File: config.mk
export PLATFORM = sky130hd
export DESIGN_NAME = cordic_vec_ctrl
export DESIGN_NICKNAME = d
export VERILOG_FILES = /design/src/rtl/cordic_pkg.sv /design/src/rtl/cordic_iter_cnt.sv /design/src/rtl/cordic_vec_ctrl.sv
export SDC_FILE = /design/constraint.sdc
export NUM_CORES = 1
export LEC_CHECK = 0
export BUFFER_PORTS_ARGS = -buffer_cell sky130_fd_sc_hd__buf_2
export CAP_MARGIN = 20
export CORE_MARGIN = 2
export CORE_UTILIZATION = 45
export CTS_BUF_LIST = sky130_fd_sc_hd__clkbuf_8
export DETAILED_ROUTE_END_ITERATION = 10
export GPL_TIMING_DRIVEN = 0
export PLACE_DENSITY_LB_ADDON = 0.15
export SLEW_MARGIN = 20
export SYNTH_ARGS = -nofsm -noshare
export SYNTH_HDL_FRONTEND = slang
export SYNTH_SLANG_ARGS = --single-unit
export TNS_END_PERCENT = 5
File: constraint.sdc
create_clock -name clk -period 2.6 [get_ports clk]
set_clock_uncertainty 0.15 [all_clocks]
set_input_delay 0 -clock clk [delete_from_list [all_inputs] [get_ports clk]]
set_output_delay 0 -clock clk [all_outputs]
set_load 0.02 [all_outputs]
File: src/rtl/cordic_pkg.sv
// Shared definitions for the CORDIC vectoring-mode sequencer: sign-block
// encodings, FSM state type and the default micro-rotation count.
package cordic_pkg;

  localparam logic [1:0] SIGN_POS  = 2'b01;
  localparam logic [1:0] SIGN_NEG  = 2'b11;
  localparam logic [1:0] SIGN_ZERO = 2'b00;

  localparam int ITERATIONS_DEF = 16;

  typedef enum logic [2:0] {
    IDLE  = 3'd0,
    LOAD  = 3'd1,
    CHECK = 3'd2,
    PRE   = 3'd3,
    ITER  = 3'd4,
    DONE  = 3'd5
  } state_t;

  // Only the explicit negative code counts as negative.
  function automatic logic sign_is_neg(input logic [1:0] s);
    return (s == SIGN_NEG);
  endfunction

  // The unused code 2'b10 is folded into zero.
  function automatic logic sign_is_zero(input logic [1:0] s);
    return (s == SIGN_ZERO) || (s == 2'b10);
  endfunction

endpackage

File: src/rtl/cordic_iter_cnt.sv
// Micro-rotation index counter: synchronous clear, count enable, and a
// terminal-count flag at ITERATIONS-1. The count saturates there and never
// wraps, so the last index stays visible while the result is presented.
module cordic_iter_cnt #(
  parameter int ITERATIONS = 16,
  parameter int ITER_W     = 4
) (
  input  logic              clk,
  input  logic              rst,
  input  logic              clr,
  input  logic              en,
  output logic [ITER_W-1:0] cnt,
  output logic              tc
);

  localparam logic [ITER_W-1:0] LAST = ITER_W'(ITERATIONS - 1);

  assign tc = (cnt == LAST);

  // Index register: clear wins over enable; saturate at the terminal count.
  always_ff @(posedge clk or posedge rst) begin
    if (rst) begin
      cnt <= '0;
    end else if (clr) begin
      cnt <= '0;
    end else if (en && !tc) begin
      cnt <= cnt + ITER_W'(1);
    end
  end

endmodule

File: src/rtl/cordic_vec_ctrl.sv
// Sequencing controller for the CORDIC vectoring-mode datapath.
// Optional feature: define CORDIC_EARLY_EXIT_EN to finish as soon as the
// y sign block reports exactly zero during the micro-rotation phase.
//
// state | meaning
// ------+------------------------------------------------------------
// IDLE  | waiting for start_valid; start_ready high
// LOAD  | ld strobe: datapath captures x, y and clears z
// CHECK | x sign sampled to decide on the 180-degree correction
// PRE   | pre_rot strobe: x=-x, y=-y, z=pi
// ITER  | one micro-rotation per cycle, iter_idx 0..ITERATIONS-1
// DONE  | res_valid held until res_ready
//
// All strobes are registered from the next state, so each appears in the
// cycle the FSM is in the matching state.
module cordic_vec_ctrl
  import cordic_pkg::*;
#(
  parameter int ITERATIONS = ITERATIONS_DEF,
  parameter int ITER_W     = 4
) (
  input  logic              clk,
  input  logic              rst,
  input  logic              start_valid,
  output logic              start_ready,
  input  logic              abort,
  input  logic [1:0]        x_sign,
  input  logic [1:0]        y_sign,
  output logic              ld,
  output logic              pre_rot,
  output logic              iter_en,
  output logic [ITER_W-1:0] iter_idx,
  output logic              dir,
  output logic              busy,
  output logic              res_valid,
  input  logic              res_ready
);

  state_t state;
  state_t state_nxt;
  logic   cnt_clr;
  logic   cnt_en;
  logic   cnt_tc;
  logic   y_exit;

`ifdef CORDIC_EARLY_EXIT_EN
  assign y_exit = sign_is_zero(y_sign);
`else
  assign y_exit = 1'b0;
`endif

  assign start_ready = (state == IDLE);

  cordic_iter_cnt #(
    .ITERATIONS (ITERATIONS),
    .ITER_W     (ITER_W)
  ) u_iter_cnt (
    .clk (clk),
    .rst (rst),
    .clr (cnt_clr),
    .en  (cnt_en),
    .cnt (iter_idx),
    .tc  (cnt_tc)
  );

  // State register.
  always_ff @(posedge clk or posedge rst) begin
    if (rst) begin
      state <= IDLE;
    end else begin
      state <= state_nxt;
    end
  end

  // Next-state decode plus counter control; abort overrides everything
  // except IDLE.
  always_comb begin
    state_nxt = state;
    cnt_clr   = 1'b0;
    cnt_en    = 1'b0;
    case (state)
      IDLE:  if (start_valid) state_nxt = LOAD;
      LOAD:  state_nxt = CHECK;
      CHECK: begin
        cnt_clr   = 1'b1;
        state_nxt = sign_is_neg(x_sign) ? PRE : ITER;
      end
      PRE: begin
        cnt_clr   = 1'b1;
        state_nxt = ITER;
      end
      ITER: begin
        if (cnt_tc || y_exit) begin
          state_nxt = DONE;
        end else begin
          cnt_en = 1'b1;
        end
      end
      DONE:    if (res_ready) state_nxt = IDLE;
      default: state_nxt = IDLE;
    endcase
    if (abort && (state != IDLE)) begin
      state_nxt = IDLE;
      cnt_clr   = 1'b0;
      cnt_en    = 1'b0;
    end
  end

  // Registered Moore outputs; dir samples y_sign one cycle ahead so it lines
  // up with the iter_en cycle it steers.
  always_ff @(posedge clk or posedge rst) begin
    if (rst) begin
      ld        <= 1'b0;
      pre_rot   <= 1'b0;
      iter_en   <= 1'b0;
      dir       <= 1'b0;
      busy      <= 1'b0;
      res_valid <= 1'b0;
    end else begin
      ld        <= (state_nxt == LOAD);
      pre_rot   <= (state_nxt == PRE);
      iter_en   <= (state_nxt == ITER);
      dir       <= (state_nxt == ITER) && !sign_is_neg(y_sign);
      busy      <= (state_nxt != IDLE);
      res_valid <= (state_nxt == DONE);
    end
  end

endmodule

* Yosys cells after proc, flatten, opt, wreduce, memory -nomap -nowiden
Cells that the tools add are included.
W data, S select, Z words.
** Storage, ports and cells
- Logic and storage cells :: 44
- Output and inout bits :: 11
- Bits of input ports :: 9
- Flip-flop bits (word level) :: 13
** Operators by class
- Muxes and demuxes :: 13
- Reductions and logical operators :: 10
- Equality and inequality tests :: 12
- Add/sub/neg operators :: 1
** Operator list (count)
- $pmux W3 S6 :: 1
- $mux W3 :: 5
- $eq A3 B3 Y1 const B :: 4
- $eq A3 B2 Y1 const B :: 3
- $mux W4 :: 2
- $eq A3 B1 Y1 const B :: 2
- $reduce_bool A3 Y1 :: 2
- $mux W1 :: 5
- $add A4 B1 Y4 const B :: 1
- $eq A2 B2 Y1 const B :: 2
- $eq A4 B4 Y1 const B :: 1
- $logic_and A1 B1 Y1 :: 3
- $logic_not A3 Y1 :: 1
- $logic_not A1 Y1 :: 2
- $reduce_bool A2 Y1 :: 1
- $reduce_or A2 Y1 :: 1

* Logic depth before layout (Yosys ltp)
Gate-level depths: netlist (run 1).
- Depth in word-level cells :: 7
- Depth in mapped cells :: 6
- Depth with buffers taken out :: 5

* Modules after synthesis
Synthesis (run 1) repeated with hierarchy kept, for this count alone.
** Second synthesis, totals
- Cell total of the unflattened synthesis :: 65
- Area total of the unflattened synthesis :: 668.1 sq um
** Modules (own cells, without submodules)
- cordic_vec_ctrl :: instances 1, area an instance 435.4 sq um, cells an instance 44, seq. area each 225.2 sq um
- cordic_iter_cnt :: instances 1, area an instance 232.7 sq um, cells an instance 21, seq. area each 100.1 sq um

* Least setup slack after synthesis (run 1)
Ideal clock, no wire load.
- Path kind :: register to register
- Start point :: register state[1]
- End point :: register u_iter_cnt.cnt[3]
- Setup time :: 0.132 ns
- Arrival :: 1.586 ns
- Period minus slack after synthesis :: 1.868 ns
- Required time :: 2.318 ns
- Cell stages (with the launch flop) :: 7
- Slack :: 0.732 ns
- Buffers on the path :: 2
- Path through :: dfrtp_1 buf_6 or3b_1 or3b_1 buf_6 o211ai_2 o31ai_2
** Between the ends
- Word-level cells in the longest chain between the ends :: 5
- Elaborated cells between the ends (all ways) :: 13
- Classes of those cells :: 3 x eq/ne; 5 x mux; 5 x reduce/logical
** Ends and longest elaborated chain
- from (decl) :: line cordic_vec_ctrl.sv:39 : state_t state;
- from (signal assigned) :: line cordic_vec_ctrl.sv:71 : state <= state_nxt;
- $eq A3 B2 Y1 (tied with other cells) :: line cordic_vec_ctrl.sv:81 : case (state)
- $reduce_or A2 Y1 (no line) (tied with other cells)
- $mux W1, on equally long branches :: line cordic_vec_ctrl.sv:81, cordic_vec_ctrl.sv:102
- $mux W1 or $logic_and A1 B1 Y1 (tied branches) :: line cordic_vec_ctrl.sv:102, cordic_iter_cnt.sv:26
- $mux W4 or $reduce_bool A2 Y1 (tied branches)
- to (signal assigned) :: line cordic_iter_cnt.sv:27 : cnt <= cnt + ITER_W'(1);
- to (decl) :: line cordic_iter_cnt.sv:12 : output logic [ITER_W-1:0] cnt,
Parallel ways exist; a longest one is shown, timed or not.
A chain may end at the register's enable or synchronous reset.

* Final worst setup path (run 1)
Ends and elaborated chain as after synthesis.

==> qor.yml, run 1 <==
route:
  vias_per_cell: 5.21
  routedWlPerCell_um: 12.5
  wirelength_um: 1310
  dr.first_iter.drc_count: 6
  ant_nets: 0
  via_count: 547
  drt_drc_violations_left: 0
  drtPass1Iterations: 4
setup_path:
  crit_chain: "buf_6, or3b_1, or3b_1, buf_6, o211ai_2, o31ai_2"
  r2r_slack_ns: 0.67
  end_kind: "flop"
  path_max_fanout: 9
  criticalPathCategory: "reg2reg"
  arrival_ns: 1.91
  cpLargestDelayFamily: "simple AND/OR/NAND/NOR gates"
  crit_required_ns: 2.57
  cp.buffers_inverters: 2
  crit_path_top_delay_cell: "or3b_1"
  slowest_delay_ns: 0.39
  startpoint_type: "flop"
clock_network:
  cts_sinks: 13
  htreeDepth: 1
  path_clk_slew_ns: 0.05
  cts_tree: "yes"
  cts_buffers: 3
  clockBufferDepth: 2
  cts_root_buf: "clkbuf_8"
  insertion_delay_ns: 0.24
synthesis:
  synth.distinct_cells: 27
  synth_most_common_cell: "dfrtp_1"
  synth_top_area_cell: "dfrtp_1"
  ys_warn_count: 0
  synth_top_cells_by_area: "dfrtp_1, nor2_1, or3b_1"
  syn_inst: 60
  ys_seq_elements: 13
  synth_nets: 70
  synth_area_per_cell_um2: 10.9
  synth_area_um2: 656
  synth_edf_count: 0
  synth_top_area_share_pct: 49.6
  synth-async-reset-ratio_pct: 100
  yosysSeqAreaShare_pct: 49.6
  netlist_top_cells_count: "dfrtp_1, nor2_1, inv_1"
  synth-main-ff-cell: "dfrtp_1"
power:
  pwr_density_cell_nw_per_um2: 876
  total_power_uw: 775
  clockPowerShare_pct: 22.4
  power_switching_share_pct: 36.3
  p_leak_uw: 0.000456
  p_int_uw: 494
  pwr-share-seq_pct: 36.9
  power_frac_comb_pct: 40.7
  vdd_ir_drop_max_mv: 0.505
  power.switching_uw: 281
finish:
  antennaDiodeCount: 0
  regArea_um2: 325
  stdcell_count: 105
  nNetsFinal: 101
  nFillCells: 119
  multi_input_area_um2: 285
  area_delta_synth_final_pct: 34.9
  drive_gt1_share_pct: 33.3
global_routing:
  grt_pass1_wl_um: 2170
  grt_usage_pct: 16.7
  grt_pass1_vias: 485
  overflow: 0
  antenna_found_initial: 0
  grt_max_degree: 14
timing:
  fin_crit_sh_pct: 74.3
  hold_viol_final: 0
  fin_crit_ns: 1.93
  setup-tns-final_ns: 0
  setup_viol: 0
  finalMaxSlewViolations: 0
  fmax_mhz: 518
  slew_headroom_pct: 67.6
  worst_pin_slew_ns: 0.486
  rsz0062_at_grt: "no"
floorplan:
  core_um2: 1330
  num_rows: 13
  die_y_um: 42.2
  io-pin-count: 20
  die-width_um: 42.2
  start_util_pct: 49.2
  die-area_um2: 1780
placement:
  portBuffers: 19
  dp.final_hpwl_um: 893
  globalplace.congestion: 0.789
  dp.cells: 94
worst_hold_path:
  worst_hold_path_type: "in2reg"
status:
  status: "complete, no violations"
job:
  drv_cap: 0
## worst register-to-register path: stages, from the launching register on
cell      delay (ns)
dfrtp_1         0.37
buf_6           0.13
or3b_1          0.39
or3b_1          0.37
buf_6           0.15
o211ai_2        0.17
o31ai_2         0.08
## stage by stage
stage                     area (µm²)  setup WS (ns)  util (%)  hold WS [ns]
after floorplan                  656          0.732         -        -0.273
after global placement           769          0.712      57.7        -0.110
after detailed placement         769          0.675      57.7        -0.104
after CTS                        885          0.668      66.3        0.0589
after global routing             885          0.588      66.3         0.109
final                            885          0.669      66.3        0.0668
## timing repair
item                      CTS  global route
hold endpoints to repair   19             0
setup buffers               0             0
gates resized for setup     0             0
hold buffers                7             0
## metal layers
layer  wire length (µm)  global-route usage (%)  vias up
met5                  0                       0        -
met4                 31                    11.3        0
met3                 82                    5.17        5
met2                571                    23.1       21
met1                625                    22.1      250
li1                   -                       -      271
## cells in the final DEF, fill, tap and decap left out, drive strengths merged
master,n
o21a,2
xor2,1
a22oi,1
a22o,1
dlygate4sd3,7
nand2,1
nor2b,3
and3b,1
buf,22
inv,5
o32a,1
nand2b,1
nand3b,1
ha,1
a211oi,1
nor3,2
o211ai,2
nor2,8
nor4,1
and2,1
dfrtp,13
nand3,3
mux2i,1
clkbuf,3
o31ai,2
or2,1
a21boi,1
or3b,3
## layout make-up
class	count	area share, %
Buffer	3	3.39
Multi-Input combinational cell	40	32.2
Sequential cell	13	36.8
Tap cell	15	2.12
Clock inverter	1	0.424
Clock buffer	3	4.67
Inverter	4	1.70
Timing Repair Buffer	26	18.7
## power by group through the flow
stage / clock network (µW) / logic, µW / registers [µW]
2_1_floorplan: 0 / 173 / 331
3_3_place_gp: 0 / 298 / 286
3_5_place_dp: 0 / 300 / 288
4_1_cts: 178 / 316 / 284
5_1_grt: 190 / 347 / 291
6_report: 173 / 316 / 286
## cells by family (layout without fill, tap and decap cells)
group / after synthesis / in the layout / synth area share, %
buffers and inverters: 7 / 37 / 6.87
and+or+nand+nor: 26 / 26 / 22.5
AOI/OAI and AO/OA: 11 / 11 / 16.2
xor gates and xnor gates: 1 / 1 / 1.34
DFF: 13 / 13 / 49.6
adders and majority gates: 1 / 1 / 1.91
muxes: 1 / 1 / 1.53
## worst paths after layout
kind                                   start           endpoint  cells after the start
hold reg to reg            u_iter_cnt.cnt[3]  u_iter_cnt.cnt[3]                      1
hold / removal                     x_sign[1]          res_valid                      4
min in group asynchronous                rst            pre_rot                      3
setup / recovery                    state[1]  u_iter_cnt.cnt[3]                      6
setup reg to reg                    state[1]  u_iter_cnt.cnt[3]                      6
max in group asynchronous                rst               busy                      3
## registers in the layout, summed over array words and instances (netlist names)
name and count:
busy 1, res_valid 1, state 3, dir 1, u_iter_cnt.cnt 4, iter_en 1
pre_rot 1, ld 1
(Power assumes the default switching activity.)
==> inputs of run 2 (changes only) <==
==> constraint.sdc (replaced) <==
create_clock -name clk -period 1.7 [get_ports clk]
set_clock_uncertainty 0.15 [all_clocks]
set_input_delay 0 -clock clk [delete_from_list [all_inputs] [get_ports clk]]
set_output_delay 0 -clock clk [all_outputs]
set_load 0.02 [all_outputs]
==> qor.yml, run 2 (synthesized netlist as in run 1, its figures left out) <==
route:
  ant_nets: 0
  via_count: 558
  dr.first_iter.drc_count: 12
  drtPass1Iterations: 4
  vias_per_cell: 5.31
  drt_drc_violations_left: 0
  wirelength_um: 1390
  routedWlPerCell_um: 13.2
setup_path:
  arrival_ns: 1.86
  startpoint_type: "flop"
  end_kind: "flop"
  startpoint: "state[1]"
  crit-reg2reg-launch: "state[1]"
  crit_required_ns: 1.67
  criticalPathCategory: "reg2reg"
  path_max_fanout: 9
job:
  drv_cap: 0
timing:
  worst_pin_slew_ns: 0.486
  slew_headroom_pct: 67.5
  fin_crit_sh_pct: 111
  fin_ws_ns: -0.188
  rsz0062_at_grt: "yes"
  hold_viol_final: 0
  setup_viol: 5
  fmax_mhz: 530
  whs_ns: 0.133
  finalMaxSlewViolations: 0
  fin_crit_ns: 1.89
finish:
  largest_reg_flops: 4
  stdcell_count: 105
  regArea_um2: 325
  multi_input_area_um2: 288
  largest-register: "u_iter_cnt.cnt"
  antennaDiodeCount: 0
  nFillCells: 117
  drive_gt1_share_pct: 34.4
  largestRegisters: "u_iter_cnt.cnt x4, state x3"
  area_delta_synth_final_pct: 35.3
  final_cell_mix: "buf_2, dfrtp_1, nor2_1"
  nNetsFinal: 101
  final_common_cell: "buf_2"
floorplan:
  num_rows: 13
  die_y_um: 42.2
  core_um2: 1330
  die-area_um2: 1780
  start_util_pct: 49.2
  die-width_um: 42.2
  io-pin-count: 20
global_routing:
  grt_max_degree: 14
  grt_pass1_vias: 497
  overflow: 0
  antenna_found_initial: 0
  grt_pass1_wl_um: 2340
  grt_usage_pct: 17.3
placement:
  dp.cells: 94
  portBuffers: 19
  globalplace.congestion: 0.774
  dp.final_hpwl_um: 934
status:
  status: "finished, violations left"
  violations: "setup timing"
power:
  power_frac_comb_pct: 41.0
  p_int_uw: 751
  clockPowerShare_pct: 22.0
  vdd_ir_drop_max_mv: 0.604
  pwr_density_cell_nw_per_um2: 1340
  pwr-share-seq_pct: 37.0
  power_switching_share_pct: 36.7
  power.switching_uw: 435
  p_leak_uw: 0.000459
worst_hold_path:
  worst_hold_path_type: "in2reg"
  min-delay-start: "res_ready"
clock_network:
  cts_sinks: 13
  cts_tree: "yes"
  htreeDepth: 1
  cts_root_buf: "clkbuf_8"
  path_clk_slew_ns: 0.06
  clockBufferDepth: 2
  cts_buffers: 3
  cts_setup_buffers: 0
  insertion_delay_ns: 0.24
==> run 2: area by class of cell <==
| cell class | instances | share of cell area [%] |
|---|---|---|
| buffer | 3 | 3.39 |
| tap | 15 | 2.12 |
| sequential | 13 | 36.7 |
| clock buffer | 3 | 4.65 |
| inverter | 4 | 1.69 |
| multi-input combinational | 40 | 32.4 |
| clock inverter | 1 | 0.423 |
| timing repair buffer | 26 | 18.6 |
==> run 2: critical path, cell delays in order (launching register included) <==
cell	delay (ns)
dfrtp_1	0.37
buf_6	0.14
or3b_4	0.37
or3b_1	0.37
buf_6	0.15
o211ai_2	0.15
o31ai_2	0.08
==> run 2: routing by layer <==
layer	track usage [%]	share of wire, %	vias to the layer above
met5	0	0	-
met4	3.75	0	0
met3	3.88	6.3	0
met2	26.5	46	25
met1	25.0	48	263
li1	-	-	270
==> run 2: repair_timing <==
item                                   CTS  global route
endpoints found under the hold margin   19             0
setup endpoints to repair                6             7
pin swaps                                3             0
hold buffers                             7             0
resized for setup                        0             1
==> run 2: power by group through the flow <==
stage	clock network, µW	registers, µW	logic [µW]
final	261	439	486
after global routing	282	449	532
after CTS	266	438	478
after detailed placement	0	444	461
after global placement	0	437	455
after floorplan	0	506	264
==> run 2: final timing paths <==
check	slack [ns]	to	cells after the start
worst max-delay path	-0.19	u_iter_cnt.cnt[2]	6
worst min-delay path	0.13	res_valid	4
worst max register to register	-0.19	u_iter_cnt.cnt[2]	6
worst min register to register	0.38	u_iter_cnt.cnt[3]	1
max in group asynchronous	0.89	dir	3
min in group asynchronous	0.18	u_iter_cnt.cnt[3]	3
==> run 2: per-stage QoR <==
stage	setup TNS (ns)	power (µW)	worst slack, ns	util, %	instance area [µm²]
global route	-1.34	1260	-0.258	66.5	887
CTS	-0.834	1180	-0.193	66.3	885
floorplan	-0.628	770	-0.146	-	656
global placement	-0.771	892	-0.167	57.7	769
detailed placement	-0.905	905	-0.197	57.7	769
finish	-0.843	1190	-0.188	66.5	887
==> inputs of run 3 (changes only) <==
--- a/config.mk
+++ b/config.mk
@@ -12,7 +12,7 @@
 export CTS_BUF_LIST = sky130_fd_sc_hd__clkbuf_8
 export DETAILED_ROUTE_END_ITERATION = 10
 export GPL_TIMING_DRIVEN = 0
-export PLACE_DENSITY_LB_ADDON = 0.15
+export PLACE_DENSITY = 0.85
 export SLEW_MARGIN = 20
 export SYNTH_ARGS = -nofsm -noshare
 export SYNTH_HDL_FRONTEND = slang
==> qor.yml, run 3 (synthesized netlist as in run 1, its figures left out) <==
status:
  status: "finished, violations left"
  violations: "setup timing"
placement:
  portBuffers: 19
  globalplace.congestion: 0.856
  dp.final_hpwl_um: 883
  dp.cells: 94
  dpl_cell_area_um2: 769
floorplan:
  start_util_pct: 49.2
  die-area_um2: 1780
  core_um2: 1330
  io-pin-count: 20
  die_y_um: 42.2
  die-width_um: 42.2
  num_rows: 13
clock_network:
  cts_root_buf: "clkbuf_8"
  clockBufferDepth: 2
  insertion_delay_ns: 0.24
  path_clk_slew_ns: 0.06
  cts_tree: "yes"
  cts_buffers: 3
  cts_sinks: 13
  htreeDepth: 1
finish:
  stdcell_count: 108
  final_common_cell: "buf_2"
  largest_reg_flops: 4
  antennaDiodeCount: 0
  nNetsFinal: 104
  area_delta_synth_final_pct: 42.6
  largestRegisters: "u_iter_cnt.cnt x4, state x3"
  fin_util_pct: 70.1
  drive_gt1_share_pct: 44.1
  final_cell_mix: "buf_2, dfrtp_1, nor2_1"
  design_area_um2: 935
  largest-register: "u_iter_cnt.cnt"
timing:
  fin_crit_ns: 1.82
  setup_viol: 6
  slew_headroom_pct: 67.9
  setup-tns-final_ns: -0.361
  rsz0062_at_grt: "yes"
  fin_ws_ns: -0.117
  worst_pin_slew_ns: 0.481
  finalMaxSlewViolations: 0
  fmax_mhz: 550
  hold_viol_final: 0
  fin_crit_sh_pct: 107
global_routing:
  grt_max_degree: 14
  grt_pass1_wl_um: 2320
  antenna_found_initial: 0
  grt_pass1_vias: 564
  grt_usage_pct: 17.5
  overflow: 0
power:
  clockPowerShare_pct: 20.7
  total_power_uw: 1280
  vdd_ir_drop_max_mv: 0.723
  p_leak_uw: 0.000476
  pwr_density_cell_nw_per_um2: 1370
  pwr-share-seq_pct: 34.1
  power_switching_share_pct: 36.4
  p_int_uw: 811
  power_frac_comb_pct: 45.2
  power.switching_uw: 465
worst_hold_path:
  min-delay-start: "res_ready"
  holdPathStages: 4
  hold_path_end: "res_valid"
  worst_hold_path_type: "in2reg"
route:
  vias_per_cell: 5.29
  ant_nets: 0
  dr.first_iter.drc_count: 4
  routedWlPerCell_um: 13.0
  drt_drc_violations_left: 0
  wirelength_um: 1400
  via_count: 571
  drtPass1Iterations: 4
setup_path:
  crit-reg2reg-launch: "u_iter_cnt.cnt[0]"
  cpLargestDelayFamily: "simple AND/OR/NAND/NOR gates"
  startpoint_type: "flop"
  slowest_delay_ns: 0.42
  r2r_slack_ns: -0.12
  crit_chain: "ha_2, nand3_1, nor2_1, o32a_1, or3b_1"
  cp.buffers_inverters: 0
  ff2ff_path_depth: 5
  end_kind: "flop"
  path_max_fanout: 4
  crit_required_ns: 1.67
  criticalPathCategory: "reg2reg"
  crit_path_top_delay_cell: "dfrtp_1"
  arrival_ns: 1.78
  rr_endpoint: "busy"
job:
  drv_cap: 0
-- run 3: stage by stage --
stage,setup WS [ns],hold WS (ns)
2_1_floorplan,-0.146,-0.273
3_3_place_gp,-0.171,-0.120
3_5_place_dp,-0.180,-0.108
4_1_cts,-0.138,0.0681
5_1_grt,-0.170,0.0905
6_report,-0.117,0.0732
-- run 3: per-layer routing --
layer | GRT usage [%] | up-vias | wire length, µm
met2 | 27.7 | 32 | 682
met4 | 11.3 | 0 | 48
met5 | 0 | - | 0
met1 | 21.4 | 260 | 585
met3 | 3.88 | 6 | 82
li1 | - | 273 | -
-- run 3: layout make-up --
type | instances | area (µm²)
multi-input cells | 40 | 312
plain buffers | 1 | 11.3
well taps | 15 | 18.8
fillers | 102 | 399
repair buffers | 31 | 206
clock inverters | 1 | 3.75
flip-flops and latches | 13 | 327
inverters | 4 | 15.0
clock buffers | 3 | 41.3
-- run 3: worst max path at each step --
stage	from	to	slack [ns]	cells after the start
3_5_place_dp	state[1]	u_iter_cnt.cnt[3]	-0.18	6
4_1_cts	state[2]	u_iter_cnt.cnt[2]	-0.14	6
6_report	u_iter_cnt.cnt[0]	busy	-0.12	5
3_3_place_gp	state[1]	u_iter_cnt.cnt[2]	-0.17	6
2_1_floorplan	state[1]	u_iter_cnt.cnt[2]	-0.15	6
5_1_grt	u_iter_cnt.cnt[0]	busy	-0.17	5
-- run 3: power groups by stage --
stage / combinational (µW) / clock, µW / sequential [µW]
final: 577 / 264 / 435
after global routing: 625 / 286 / 445
after CTS: 517 / 269 / 430
after detailed placement: 459 / 0 / 441
after global placement: 451 / 0 / 439
after floorplan: 264 / 0 / 506
-- run 3: timing repair --
action	4_1_cts	5_1_grt
resized for setup	3	7
setup buffers	4	1
endpoints found under the hold margin	19	0
pin swaps	5	3
hold buffers	7	0
endpoints found under the setup margin	6	8
-- run 3: worst register-to-register path: stages, from the launching register on --
cell and delay (ns):
dfrtp_1 0.42, ha_2 0.21, nand3_1 0.10, nor2_1 0.06, o32a_1 0.40, or3b_1 0.35
